## src/rtl/book_pkg.sv

```systemverilog
// Shared encodings and the price-ordering helper for order-book blocks.
package book_pkg;

  typedef enum logic [1:0] {
    OP_SET    = 2'd0,
    OP_DELETE = 2'd1,
    OP_CLEAR  = 2'd2,
    OP_RSVD   = 2'd3
  } op_e;

  typedef enum logic [2:0] {
    ST_OK        = 3'd0,
    ST_INSERTED  = 3'd1,
    ST_EVICTED   = 3'd2,
    ST_DROPPED   = 3'd3,
    ST_NOT_FOUND = 3'd4
  } status_e;

  typedef enum logic [1:0] {
    S_IDLE  = 2'd0,
    S_CMP   = 2'd1,
    S_APPLY = 2'd2
  } state_e;

  typedef enum logic [2:0] {
    SL_HOLD  = 3'd0,
    SL_CMD   = 3'd1,
    SL_ABOVE = 3'd2,
    SL_BELOW = 3'd3,
    SL_CLEAR = 3'd4
  } slot_sel_e;

  // True when price a ranks ahead of price b on this side of the book.
  function automatic logic better_than(input logic [63:0] a, input logic [63:0] b,
                                       input logic is_bid);
    return is_bid ? (a > b) : (a < b);
  endfunction

endpackage

```

## src/rtl/ladder_slot.sv

```systemverilog
// One price level: loads from the command, from the level above (shift down),
// from the level below (shift up), or clears.
module ladder_slot
  import book_pkg::*;
#(
  parameter int PRICE_W = 64,
  parameter int QTY_W   = 64
) (
  input  logic               clk_i,
  input  logic               rst_ni,
  input  slot_sel_e          sel_i,
  input  logic [PRICE_W-1:0] cmd_price_i,
  input  logic [QTY_W-1:0]   cmd_qty_i,
  input  logic [PRICE_W-1:0] above_price_i,
  input  logic [QTY_W-1:0]   above_qty_i,
  input  logic               above_valid_i,
  input  logic [PRICE_W-1:0] below_price_i,
  input  logic [QTY_W-1:0]   below_qty_i,
  input  logic               below_valid_i,
  output logic [PRICE_W-1:0] price_o,
  output logic [QTY_W-1:0]   qty_o,
  output logic               valid_o
);

  logic [PRICE_W-1:0] price_q;
  logic [QTY_W-1:0]   qty_q;
  logic               valid_q;

  always_ff @(posedge clk_i or negedge rst_ni) begin
    if (!rst_ni) begin
      price_q <= '0;
      qty_q   <= '0;
      valid_q <= 1'b0;
    end else begin
      case (sel_i)
        SL_CMD: begin
          price_q <= cmd_price_i;
          qty_q   <= cmd_qty_i;
          valid_q <= 1'b1;
        end
        SL_ABOVE: begin
          price_q <= above_price_i;
          qty_q   <= above_qty_i;
          valid_q <= above_valid_i;
        end
        SL_BELOW: begin
          price_q <= below_price_i;
          qty_q   <= below_qty_i;
          valid_q <= below_valid_i;
        end
        SL_CLEAR: begin
          price_q <= '0;
          qty_q   <= '0;
          valid_q <= 1'b0;
        end
        default: ;
      endcase
    end
  end

  assign price_o = price_q;
  assign qty_o   = qty_q;
  assign valid_o = valid_q;

endmodule

```

## src/rtl/book_side_ladder.sv

```systemverilog
// One side of an order book kept as a sorted, contiguous, duplicate-free ladder.
// state   | meaning
// S_IDLE  | ready for a command; command fields captured on accept
// S_CMP   | compare captured price against all levels, register hit/insert index
// S_APPLY | update ladder and publish response on the closing edge
module book_side_ladder
  import book_pkg::*;
#(
  parameter int DEPTH   = 8,
  parameter int PRICE_W = 64,
  parameter int QTY_W   = 64,
  parameter bit IS_BID  = 1'b1
) (
  input  logic                       clk,
  input  logic                       reset,
  input  logic                       cmd_valid,
  output logic                       cmd_ready,
  input  logic [1:0]                 cmd_op,
  input  logic [PRICE_W-1:0]         cmd_price,
  input  logic [QTY_W-1:0]           cmd_qty,
  output logic                       resp_valid,
  output logic [2:0]                 resp_status,
  output logic [PRICE_W-1:0]         best_price,
  output logic [QTY_W-1:0]           best_qty,
  output logic                       best_valid,
  output logic [$clog2(DEPTH+1)-1:0] level_count,
  input  logic [$clog2(DEPTH)-1:0]   rd_idx,
  output logic [PRICE_W-1:0]         rd_price,
  output logic [QTY_W-1:0]           rd_qty,
  output logic                       rd_valid
);

  localparam int IDX_W = $clog2(DEPTH);
  localparam int CNT_W = $clog2(DEPTH+1);

  state_e             state_q, state_d;
  op_e                op_q;
  logic [PRICE_W-1:0] price_q;
  logic [QTY_W-1:0]   qty_q;
  logic               match_hit_q, match_hit_d;
  logic [IDX_W-1:0]   match_idx_q, match_idx_d;
  logic [CNT_W-1:0]   ins_idx_q, ins_idx_d;
  logic               ins_found;
  logic [CNT_W-1:0]   count_q, count_d;
  logic               resp_valid_q;
  status_e            resp_status_q, status_d;
  logic               accept, eff_delete;

  logic [PRICE_W-1:0] lvl_price [DEPTH];
  logic [QTY_W-1:0]   lvl_qty   [DEPTH];
  logic               lvl_valid [DEPTH];
  slot_sel_e          lvl_sel   [DEPTH];

  for (genvar g = 0; g < DEPTH; g++) begin : g_slot
    logic [PRICE_W-1:0] above_price, below_price;
    logic [QTY_W-1:0]   above_qty, below_qty;
    logic               above_valid, below_valid;
    if (g == 0) begin : g_first
      assign above_price = '0;
      assign above_qty   = '0;
      assign above_valid = 1'b0;
    end else begin : g_above
      assign above_price = lvl_price[g-1];
      assign above_qty   = lvl_qty[g-1];
      assign above_valid = lvl_valid[g-1];
    end
    // The bottom slot pulls in an empty level, so shift-up clears it.
    if (g == DEPTH-1) begin : g_last
      assign below_price = '0;
      assign below_qty   = '0;
      assign below_valid = 1'b0;
    end else begin : g_below
      assign below_price = lvl_price[g+1];
      assign below_qty   = lvl_qty[g+1];
      assign below_valid = lvl_valid[g+1];
    end
    ladder_slot #(.PRICE_W(PRICE_W), .QTY_W(QTY_W)) u_slot (
      .clk_i(clk), .rst_ni(reset), .sel_i(lvl_sel[g]),
      .cmd_price_i(price_q), .cmd_qty_i(qty_q),
      .above_price_i(above_price), .above_qty_i(above_qty), .above_valid_i(above_valid),
      .below_price_i(below_price), .below_qty_i(below_qty), .below_valid_i(below_valid),
      .price_o(lvl_price[g]), .qty_o(lvl_qty[g]), .valid_o(lvl_valid[g])
    );
  end

  assign accept     = cmd_valid && cmd_ready;
  assign eff_delete = (op_q == OP_DELETE) || ((op_q == OP_SET) && (qty_q == '0));

  always_ff @(posedge clk or negedge reset) begin
    if (!reset) state_q <= S_IDLE;
    else        state_q <= state_d;
  end

  always_comb begin
    state_d = state_q;
    case (state_q)
      S_IDLE:  if (accept) state_d = S_CMP;
      S_CMP:   state_d = S_APPLY;
      default: state_d = S_IDLE;
    endcase
  end

  always_comb begin
    cmd_ready = (state_q == S_IDLE);
    count_d   = count_q;
    status_d  = resp_status_q;
    for (int i = 0; i < DEPTH; i++) lvl_sel[i] = SL_HOLD;
    if (state_q == S_APPLY) begin
      status_d = ST_OK;
      if (op_q == OP_CLEAR) begin
        for (int i = 0; i < DEPTH; i++) lvl_sel[i] = SL_CLEAR;
        count_d = '0;
      end else if (eff_delete) begin
        if (match_hit_q) begin
          for (int i = 0; i < DEPTH; i++)
            if (IDX_W'(i) >= match_idx_q && CNT_W'(i) < count_q) lvl_sel[i] = SL_BELOW;
          count_d = count_q - 1'b1;
        end else begin
          status_d = ST_NOT_FOUND;
        end
      end else if (op_q == OP_SET) begin
        if (match_hit_q) begin
          lvl_sel[match_idx_q] = SL_CMD;
        end else if (ins_idx_q < CNT_W'(DEPTH)) begin
          for (int i = 0; i < DEPTH; i++) begin
            if (CNT_W'(i) == ins_idx_q) lvl_sel[i] = SL_CMD;
            else if (CNT_W'(i) > ins_idx_q && CNT_W'(i) <= count_q) lvl_sel[i] = SL_ABOVE;
          end
          if (count_q == CNT_W'(DEPTH)) begin
            status_d = ST_EVICTED;
          end else begin
            status_d = ST_INSERTED;
            count_d  = count_q + 1'b1;
          end
        end else begin
          status_d = ST_DROPPED;
        end
      end
    end
  end

  always_comb begin
    match_hit_d = 1'b0;
    match_idx_d = '0;
    ins_idx_d   = count_q;
    ins_found   = 1'b0;
    for (int i = 0; i < DEPTH; i++) begin
      if (lvl_valid[i] && (lvl_price[i] == price_q) && !match_hit_d) begin
        match_hit_d = 1'b1;
        match_idx_d = IDX_W'(i);
      end
      if (!ins_found && lvl_valid[i] &&
          better_than(64'(price_q), 64'(lvl_price[i]), IS_BID)) begin
        ins_idx_d = CNT_W'(i);
        ins_found = 1'b1;
      end
    end
  end

  always_ff @(posedge clk or negedge reset) begin
    if (!reset) begin
      op_q          <= OP_SET;
      price_q       <= '0;
      qty_q         <= '0;
      match_hit_q   <= 1'b0;
      match_idx_q   <= '0;
      ins_idx_q     <= '0;
      count_q       <= '0;
      resp_valid_q  <= 1'b0;
      resp_status_q <= ST_OK;
    end else begin
      if (accept) begin
        op_q    <= op_e'(cmd_op);
        price_q <= cmd_price;
        qty_q   <= cmd_qty;
      end
      if (state_q == S_CMP) begin
        match_hit_q <= match_hit_d;
        match_idx_q <= match_idx_d;
        ins_idx_q   <= ins_idx_d;
      end
      resp_valid_q  <= (state_q == S_APPLY);
      count_q       <= count_d;
      resp_status_q <= status_d;
    end
  end

  always_comb begin
    rd_price = '0;
    rd_qty   = '0;
    rd_valid = 1'b0;
    for (int i = 0; i < DEPTH; i++) begin
      if (rd_idx == IDX_W'(i)) begin
        rd_price = lvl_price[i];
        rd_qty   = lvl_qty[i];
        rd_valid = lvl_valid[i];
      end
    end
  end

  assign resp_valid  = resp_valid_q;
  assign resp_status = resp_status_q;
  assign level_count = count_q;
  assign best_price  = lvl_price[0];
  assign best_qty    = lvl_qty[0];
  assign best_valid  = lvl_valid[0];

endmodule

```

## config.mk

```make
export PLATFORM = sky130hd
export DESIGN_NAME = book_side_ladder
export DESIGN_NICKNAME = d
export VERILOG_FILES = /design/src/rtl/book_pkg.sv /design/src/rtl/ladder_slot.sv /design/src/rtl/book_side_ladder.sv
export SDC_FILE = /design/constraint.sdc
export NUM_CORES = 2
export LEC_CHECK = 0
export CAP_MARGIN = 10
export CORE_ASPECT_RATIO = 0.9
export CORE_MARGIN = 5
export CORE_UTILIZATION = 24
export CTS_BUF_LIST = sky130_fd_sc_hd__clkbuf_8
export DETAILED_ROUTE_END_ITERATION = 12
export PLACE_DENSITY_LB_ADDON = 0.05
export SLEW_MARGIN = 15
export SYNTH_ARGS = -nofsm -noshare
export SYNTH_HDL_FRONTEND = slang
export SYNTH_SLANG_ARGS = --single-unit
```

## constraint.sdc

```tcl
create_clock -name clk -period 2.95 [get_ports clk]
set_input_delay 0.59 -clock clk [delete_from_list [all_inputs] [get_ports clk]]
set_output_delay 0.59 -clock clk [all_outputs]
set_load 0.1 [all_outputs]
```

==> impl_metrics.ini <==
[layout]
finish.utilization = 0.352
final_net_count = 11200
multi_input_comb_area_sq_um = 47300
ff_latch_area_sq_um = 29600
stdcell_count = 15100
layout_cells_sized_above_1 = 0.308
flow.area_growth_from_synthesis_pct = 45.9
nFillCells = 33200

[worst_hold_path]
min-delay-path-class = in -> reg
hold_path_depth = 2

[die]
design.core.area_sq_um = 327000
ioPinCount = 403
die_height_um = 554
row_count = 199
die_w_um = 614
initial_utilization = 0.241
dieArea_sq_um = 340000

[sta]
layout_min_cycle_time_ns = 3.82
layout_setup_ws_ns = -0.869
hold_viol = 0
max_freq_mhz = 262
tightestPinTransition_ns = 0.983
final.setup.tns_ns = -750.63
final_max_slew_viol_count = 0
rsz0062_at_grt = true
slew_headroom = 0.340
period_utilization_post_route = 1.29
clock-skew-final_ns = 0.0651
setup_viol = 1170

[placement]
place.gp.congestion = 0.887
preCtsSetupSlack_ns = -1.55
port_buffers = 402
dp.cells = 14400
post-dp-hpwl_um = 325000

[worst_setup_path]
cp_num_buf_inv = 6
critical_path_cell_count = 15
crit_path_cell_trace = nor4_4, buf_4, nand4_1, o41ai_4, buf_4, nand2b_4, buf_8, a2111oi_4, a31oi_4, o21ai_4, buf_12, buf_12, buf_12, a21oi_1, a221o_1
start_kind = register
timing_worst_setup_path_type = reg -> reg
cp_data_arrival_time_ns = 4.69
critical_path.most_common_cell = sky130_fd_sc_hd__buf_12
timing.critical_path.slowest_cell_delay_ns = 0.48
critical_path.top_delay_family = compound AO/OA/AOI/OAI gates
ff2ff_path_depth = 15
timing.critical_path.required_ns = 3.82
cp-end-kind = register
crit_slowest_cell = sky130_fd_sc_hd__dfrtp_2
path_max_fanout = 15

[synth]
ys_seq_area_frac = 0.375
synth_top_cells_by_area = sky130_fd_sc_hd__dfrtp_1, sky130_fd_sc_hd__mux2i_1, sky130_fd_sc_hd__ha_1
synth_async_sr_flop_share = 1.00
post-synth-top-count-cell = sky130_fd_sc_hd__nand2_1
synth.lib_cells_used.distinct = 64
synth_top_flop_cell = sky130_fd_sc_hd__dfrtp_1
synth_cells = 8759
syn_nets = 9411
ys.warnings.count = 0
synth_top_area_cell = sky130_fd_sc_hd__dfrtp_1
synth_top_cell_area_share = 0.375
synth-edff-count = 0
syn-cell-area_sq_um = 78800
yosys-top-cells-count = sky130_fd_sc_hd__nand2_1, sky130_fd_sc_hd__dfrtp_1, sky130_fd_sc_hd__a21oi_1, sky130_fd_sc_hd__mux2i_1, sky130_fd_sc_hd__inv_1
mean_instance_size_in_the_synthesized_netlist_sq_um = 8.99
ys_seq_elements = 1180

[global_routing]
first_global_vias = 81100
grt_start_max_net_pins = 99
first_pass_grt_wire_length_um = 646000
global_route.usage.total = 0.261
grt_antenna_before_repair = 24
grt_overflow_total = 0

[clocking]
number_of_h_tree_branching_levels = 5
worst_skew_pair.late_latency_ns = 1.05
clk_root_buffer_cell = sky130_fd_sc_hd__clkbuf_8
clkSinkCount = 1180
cts_tree = done
clockBufferDepth = 4
cts.clk_slew.worst_paths_ns = 0.06
cts_buffers = 263

[power_and_ir_drop]
irDropWorstVdd_v = 0.000695
power_per_cell_area_nw_per_um2 = 905
power.total_uw = 104000
leakagePower_uw = 0.0513

[route]
vias = 80900
post-route-drc-count = 0
met1_length_um = 217000
route.top_layer_used = met5
via_per_inst = 5.37
wl_um = 475000
antenna_left = 0
routed-wl-met3_um = 29600
met2_wirelength_um = 209000
wl_per_cell_um = 31.6
firstDrtPassIters = 6
initialDrtViolationCount = 7508

[outcome]
failed_checks = setup timing
result_of_the_run = finished, violations left

[job]
max-cap-violations = 0
## sequential cells by signal (all words and copies together), names as in the netlist
signal,cells
g_slot.u_slot.price_o,512
g_slot.u_slot.qty_o,512
g_slot.u_slot.valid_o,8
ins_idx_q,4
level_count,4
match_hit_q,1
match_idx_q,3
op_q,2
price_q,64
qty_q,64
resp_status,3
resp_valid,1
state_q,2
## cell usage in the layout (no fill, tap or decap), types with 46 or more instances in the layout
| cell type | n |
|---|---|
| sky130_fd_sc_hd__a21oi_2 | 92 |
| sky130_fd_sc_hd__a21o_1 | 46 |
| sky130_fd_sc_hd__buf_12 | 480 |
| sky130_fd_sc_hd__ha_1 | 475 |
| sky130_fd_sc_hd__o22ai_1 | 386 |
| sky130_fd_sc_hd__a22o_1 | 62 |
| sky130_fd_sc_hd__inv_1 | 627 |
| sky130_fd_sc_hd__buf_16 | 56 |
| sky130_fd_sc_hd__mux2i_1 | 788 |
| sky130_fd_sc_hd__mux2_2 | 170 |
| sky130_fd_sc_hd__a221oi_2 | 47 |
| sky130_fd_sc_hd__a22oi_1 | 82 |
| sky130_fd_sc_hd__o21ai_0 | 346 |
| sky130_fd_sc_hd__buf_4 | 1518 |
| sky130_fd_sc_hd__nand2_1 | 1287 |
| sky130_fd_sc_hd__nand4_1 | 111 |
| sky130_fd_sc_hd__buf_6 | 57 |
| sky130_fd_sc_hd__clkdlybuf4s50_1 | 131 |
| sky130_fd_sc_hd__dfrtp_1 | 1121 |
| sky130_fd_sc_hd__a21oi_1 | 823 |
| sky130_fd_sc_hd__o221ai_1 | 60 |
| sky130_fd_sc_hd__clkbuf_8 | 313 |
| sky130_fd_sc_hd__nand2_4 | 83 |
| sky130_fd_sc_hd__a221o_1 | 394 |
| sky130_fd_sc_hd__nand3_1 | 68 |
| sky130_fd_sc_hd__nor2_1 | 371 |
| sky130_fd_sc_hd__mux4_2 | 97 |
## cell type report
type / instances / area share
Antenna cell: 6 / 0.000131
Clock buffer: 313 / 0.0375
Clock inverter: 150 / 0.00647
Inverter: 530 / 0.0173
Multi-Input combinational cell: 6271 / 0.411
Sequential cell: 1180 / 0.258
Tap cell: 4321 / 0.0470
Timing Repair Buffer: 2292 / 0.223
## path summary, 6_finish.rpt
| check | slack, ns | end | start |
|---|---|---|---|
| worst min register to register | 0.51 | g_slot[7].u_slot.qty_o[49] | g_slot[7].u_slot.qty_o[49] |
| max in group asynchronous | 1.49 | g_slot[0].u_slot.price_o[37] | reset |
| worst min-delay path | 0.16 | price_q[45] | cmd_price[45] |
| worst max register to register | -0.87 | g_slot[2].u_slot.qty_o[24] | qty_q[12] |
| worst max-delay path | -0.87 | g_slot[2].u_slot.qty_o[24] | qty_q[12] |
| min in group asynchronous | 0.18 | g_slot[0].u_slot.qty_o[28] | reset |
## logic make-up after synthesis
group,after synthesis,share of synthesized area
adders and majority gates,516,0.0820
AOI/OAI and AO/OA,2556,0.212
muxes,1055,0.152
and+or+nand+nor,2138,0.112
DFF,1180,0.375
xor gates and xnor gates,2,0.000222
buffers and inverters,1312,0.0671
## routing by layer
metal  vias up  GRT usage
li1      35600          -
met1     41300      0.375
met2      3247      0.404
met3       663     0.0321
met4         4     0.0903
met5         -          0
## stage by stage
step / hold WS (ns) / area [sq um]
6_report: 0.157 / 115000
3_3_place_gp: 0.485 / 104000
2_1_floorplan: 0.294 / 79700
3_5_place_dp: 0.493 / 104000
5_1_grt: 0.103 / 115000
4_1_cts: 0.0281 / 111000
## where the power goes
group	total [uW]	switching (uW)	internal [uW]
Sequential	25900	4800	21100
Clock	18900	9120	9800
Combinational	59300	35900	23400
Total	104000	49800	54300
## repair_timing
action,in CTS,in global routing
setup buffers,54,84
cloned,30,42
hold buffers,1,0
endpoints found under the hold margin,554,0
resized for setup,214,378
pin swaps,63,119
setup endpoints to repair,1177,1173
(Power assumes the default switching activity.)
==> RTL change: new RTL, config.mk and constraints unchanged <==
Set the parameter `IS_BID` to 1'b0 (it was 1'b1).
--- a/src/rtl/book_side_ladder.sv
+++ b/src/rtl/book_side_ladder.sv
@@ -9,7 +9,7 @@
   parameter int DEPTH   = 8,
   parameter int PRICE_W = 64,
   parameter int QTY_W   = 64,
-  parameter bit IS_BID  = 1'b1
+  parameter bit IS_BID  = 1'b0
 ) (
   input  logic                       clk,
   input  logic                       reset,
Behaviour: no difference found for any inputs over 4 cycles, from zero or initial values and one cycle with reset low; that may be too few to reach the edited logic, so the function may still have changed.
==> RTL change against the original RTL <==
  * Via count increased by 2.5%
  * Largest cell class unchanged
  * Global-route usage increased by 1.4 points
  * Critical path type unchanged
  * Count of clock-buffer cells in the layout increased by 15
  * Design area increased by 3.0%
  * Synthesized area increased by 0.51%
  * Power increased by 8.8%
  * Sequential cell count unchanged
  * Sequential share of layout area decreased by 0.83 points
  * The flow still finishes with violations (setup timing)
  * Setup slack improved by 0.048 ns
  * Wire length increased by 8.6%
  * Maximum frequency increased by 1.3%
==> RTL change: results (changes against the original RTL) <==
Placed design
  – Routability cong.: 0.8962 (+1.0%)

GRT
  – First-pass GRT wire length: 678500 um (+5.0%)
  – Largest net degree at the start of global routing: 113 (+14%)
  – Antenna violations before repair: 20 (-17%)
  – Number of global-route vias before repair: 81580 (+0.65%)
  – GR Util All Layers: 27.57% (+1.4 points)

STA
  – Fin Setup TNS: -734.19 ns (+16.44 ns)
  – PnR worst setup slack: -0.8211 ns (+0.04785 ns)
  – Final setup vio count: 1167 (-0.26%)
  – Clock Skew: 0.08686 ns (+0.02175 ns)
  – Hold WS: 0.1002 ns (-0.05689 ns)
  – Least-Margin Pin Slew: 0.9573 ns (-0.02538 ns)

Clock network
  – CTS Buf Count: 262 (-0.38%)
  – Worst-skew pair later-pin latency: 1.07 ns (+0.02 ns)

Logic synthesis
  – Yosys cell types: 81 (+27%)
  – Sequential fraction of the synthesis area: 37.29% (-0.19 points)
  – Commonest cells in the netlist: dfrtp_1, nand2_1, mux2i_1
  – Main area contributors after synthesis: dfrtp_1, mux2i_1, ha_1

Pwr
  – Switching pwr: 0.05407 W (+8.6%)
  – Worst VDD drop: 0.0005814 V (-16%)

Status
  – Status: finished with violations
  – Failing checks: setup timing

Detailed routing
  – Iter 0 DRT Violations: 8362 (+11%)
  – Met1 WL: 234800 um (+8.0%)
  – Wire per inst: 34.45 um (+9.1%)
  – Routed vias: 82940 (+2.5%)
  – Met2 WL post-DR: 224000 um (+7.1%)
  – Detail Route met3 WL: 34600 um (+17%)
  – DR pass1 iterations: 7 (+1)

Cells and area
  – Nets: 11100 (-0.78%)
  – Number of fillers in the final layout: 33230 (+0.11%)

Critical path
  – Delay of the slowest critical-path stage: 0.50 ns (+0.02 ns)
  – CP max FO: 6 (-9)
  – Worst path slowest cell: o41a_1

Min path
  – Hold WC Path Type: primary input to asynchronous set/reset pin
[RTL change: cell types whose count changed after synthesis, sizes merged, moves of 69 or more]
cell    delta
a21oi    -296
a31oi    +131
nor2      +73
a22o     +218
clkbuf    -69
nand2    -397
a221oi   +105
a221o    -137
[RTL change: through the flow]
stage          total power (W)  util (%)  setup slack (ns)  instance area [um^2]  std cells
4_1_cts                 0.1113     34.62           -0.7474                114000      14820
2_1_floorplan          0.06143         -          -0.09534                 80910       8543
3_5_place_dp           0.09048     32.24            -1.685                106200      14280
6_report                0.1132     35.95           -0.8211                118400      14990
3_3_place_gp           0.09014     32.24            -1.689                106200      14280
5_1_grt                 0.1193     35.95           -0.8291                118400      14980
[RTL change: path summary, 6_finish.rpt]
kind                                 from                           end  cells past startpoint
hold / removal                      reset    g_slot[1].u_slot.qty_o[18]                      2
min in group clk              cmd_qty[38]                     qty_q[38]                      2
setup reg to reg                qty_q[32]  g_slot[7].u_slot.price_o[48]                     14
hold reg to reg            resp_status[1]                resp_status[1]                      2
max in group asynchronous           reset  g_slot[2].u_slot.price_o[40]                      3
setup / recovery                qty_q[32]  g_slot[7].u_slot.price_o[48]                     14
[RTL change: logic make-up (layout without fill, tap and decap cells)]
family	count (synthesis)	count (layout)	synth area share, %
multiplexers	1104	1104	15.42
XOR/XNOR	3	3	0.03319
flip-flops	1180	1180	37.29
AND/OR/NAND/NOR	1808	1811	9.653
AO/OA/AOI/OAI	2612	2612	22.65
other	0	5	0
buffers and inverters	1320	3413	6.806
adder cells (fa/ha/maj)	516	516	8.153
[RTL change: area by class of cell]
cell class              instances  share of cell area [%]
well taps                    4343                   4.589
diodes                          5                 0.01057
flip-flops and latches       1180                   24.95
clock inverters               124                  0.5252
repair buffers               2417                   24.17
inverters                     544                   1.728
multi-input cells            6046                   40.21
clock buffers                 328                   3.813
[RTL change: layer usage]
| layer | vias to the layer above | GRT usage, % |
|---|---|---|
| met5 | - | 0 |
| met4 | 4 | 9.768 |
| met3 | 796 | 4.062 |
| met2 | 3613 | 42.29 |
| met1 | 42840 | 39.30 |
| li1 | 35680 | - |
[RTL change: timing repair]
item / CTS / global route
setup endpoints to repair: 1177 / 1174
hold endpoints to repair: 565 / 0
cloned: 41 / 88
pin swaps: 19 / 74
resized for setup: 201 / 309
buffers inserted: 47 / 79
hold buffers: 1 / 0
[RTL change: power by group through the flow]
stage,clock network [W],logic [W],registers (W)
global placement,0,0.0620,0.0282
finish,0.0193,0.0656,0.0283
detailed placement,0,0.0623,0.0282
CTS,0.0198,0.0634,0.0281
global route,0.0204,0.0699,0.0290
floorplan,0,0.0293,0.0322
[RTL change: critical path: cells and delay by family (launching register included)]
kind | cells | cell delay, ns
flops | 1 | 0.42
buf+inv | 7 | 1.20
simple gates | 3 | 0.96
compound gates | 3 | 0.82
mux | 1 | 0.19
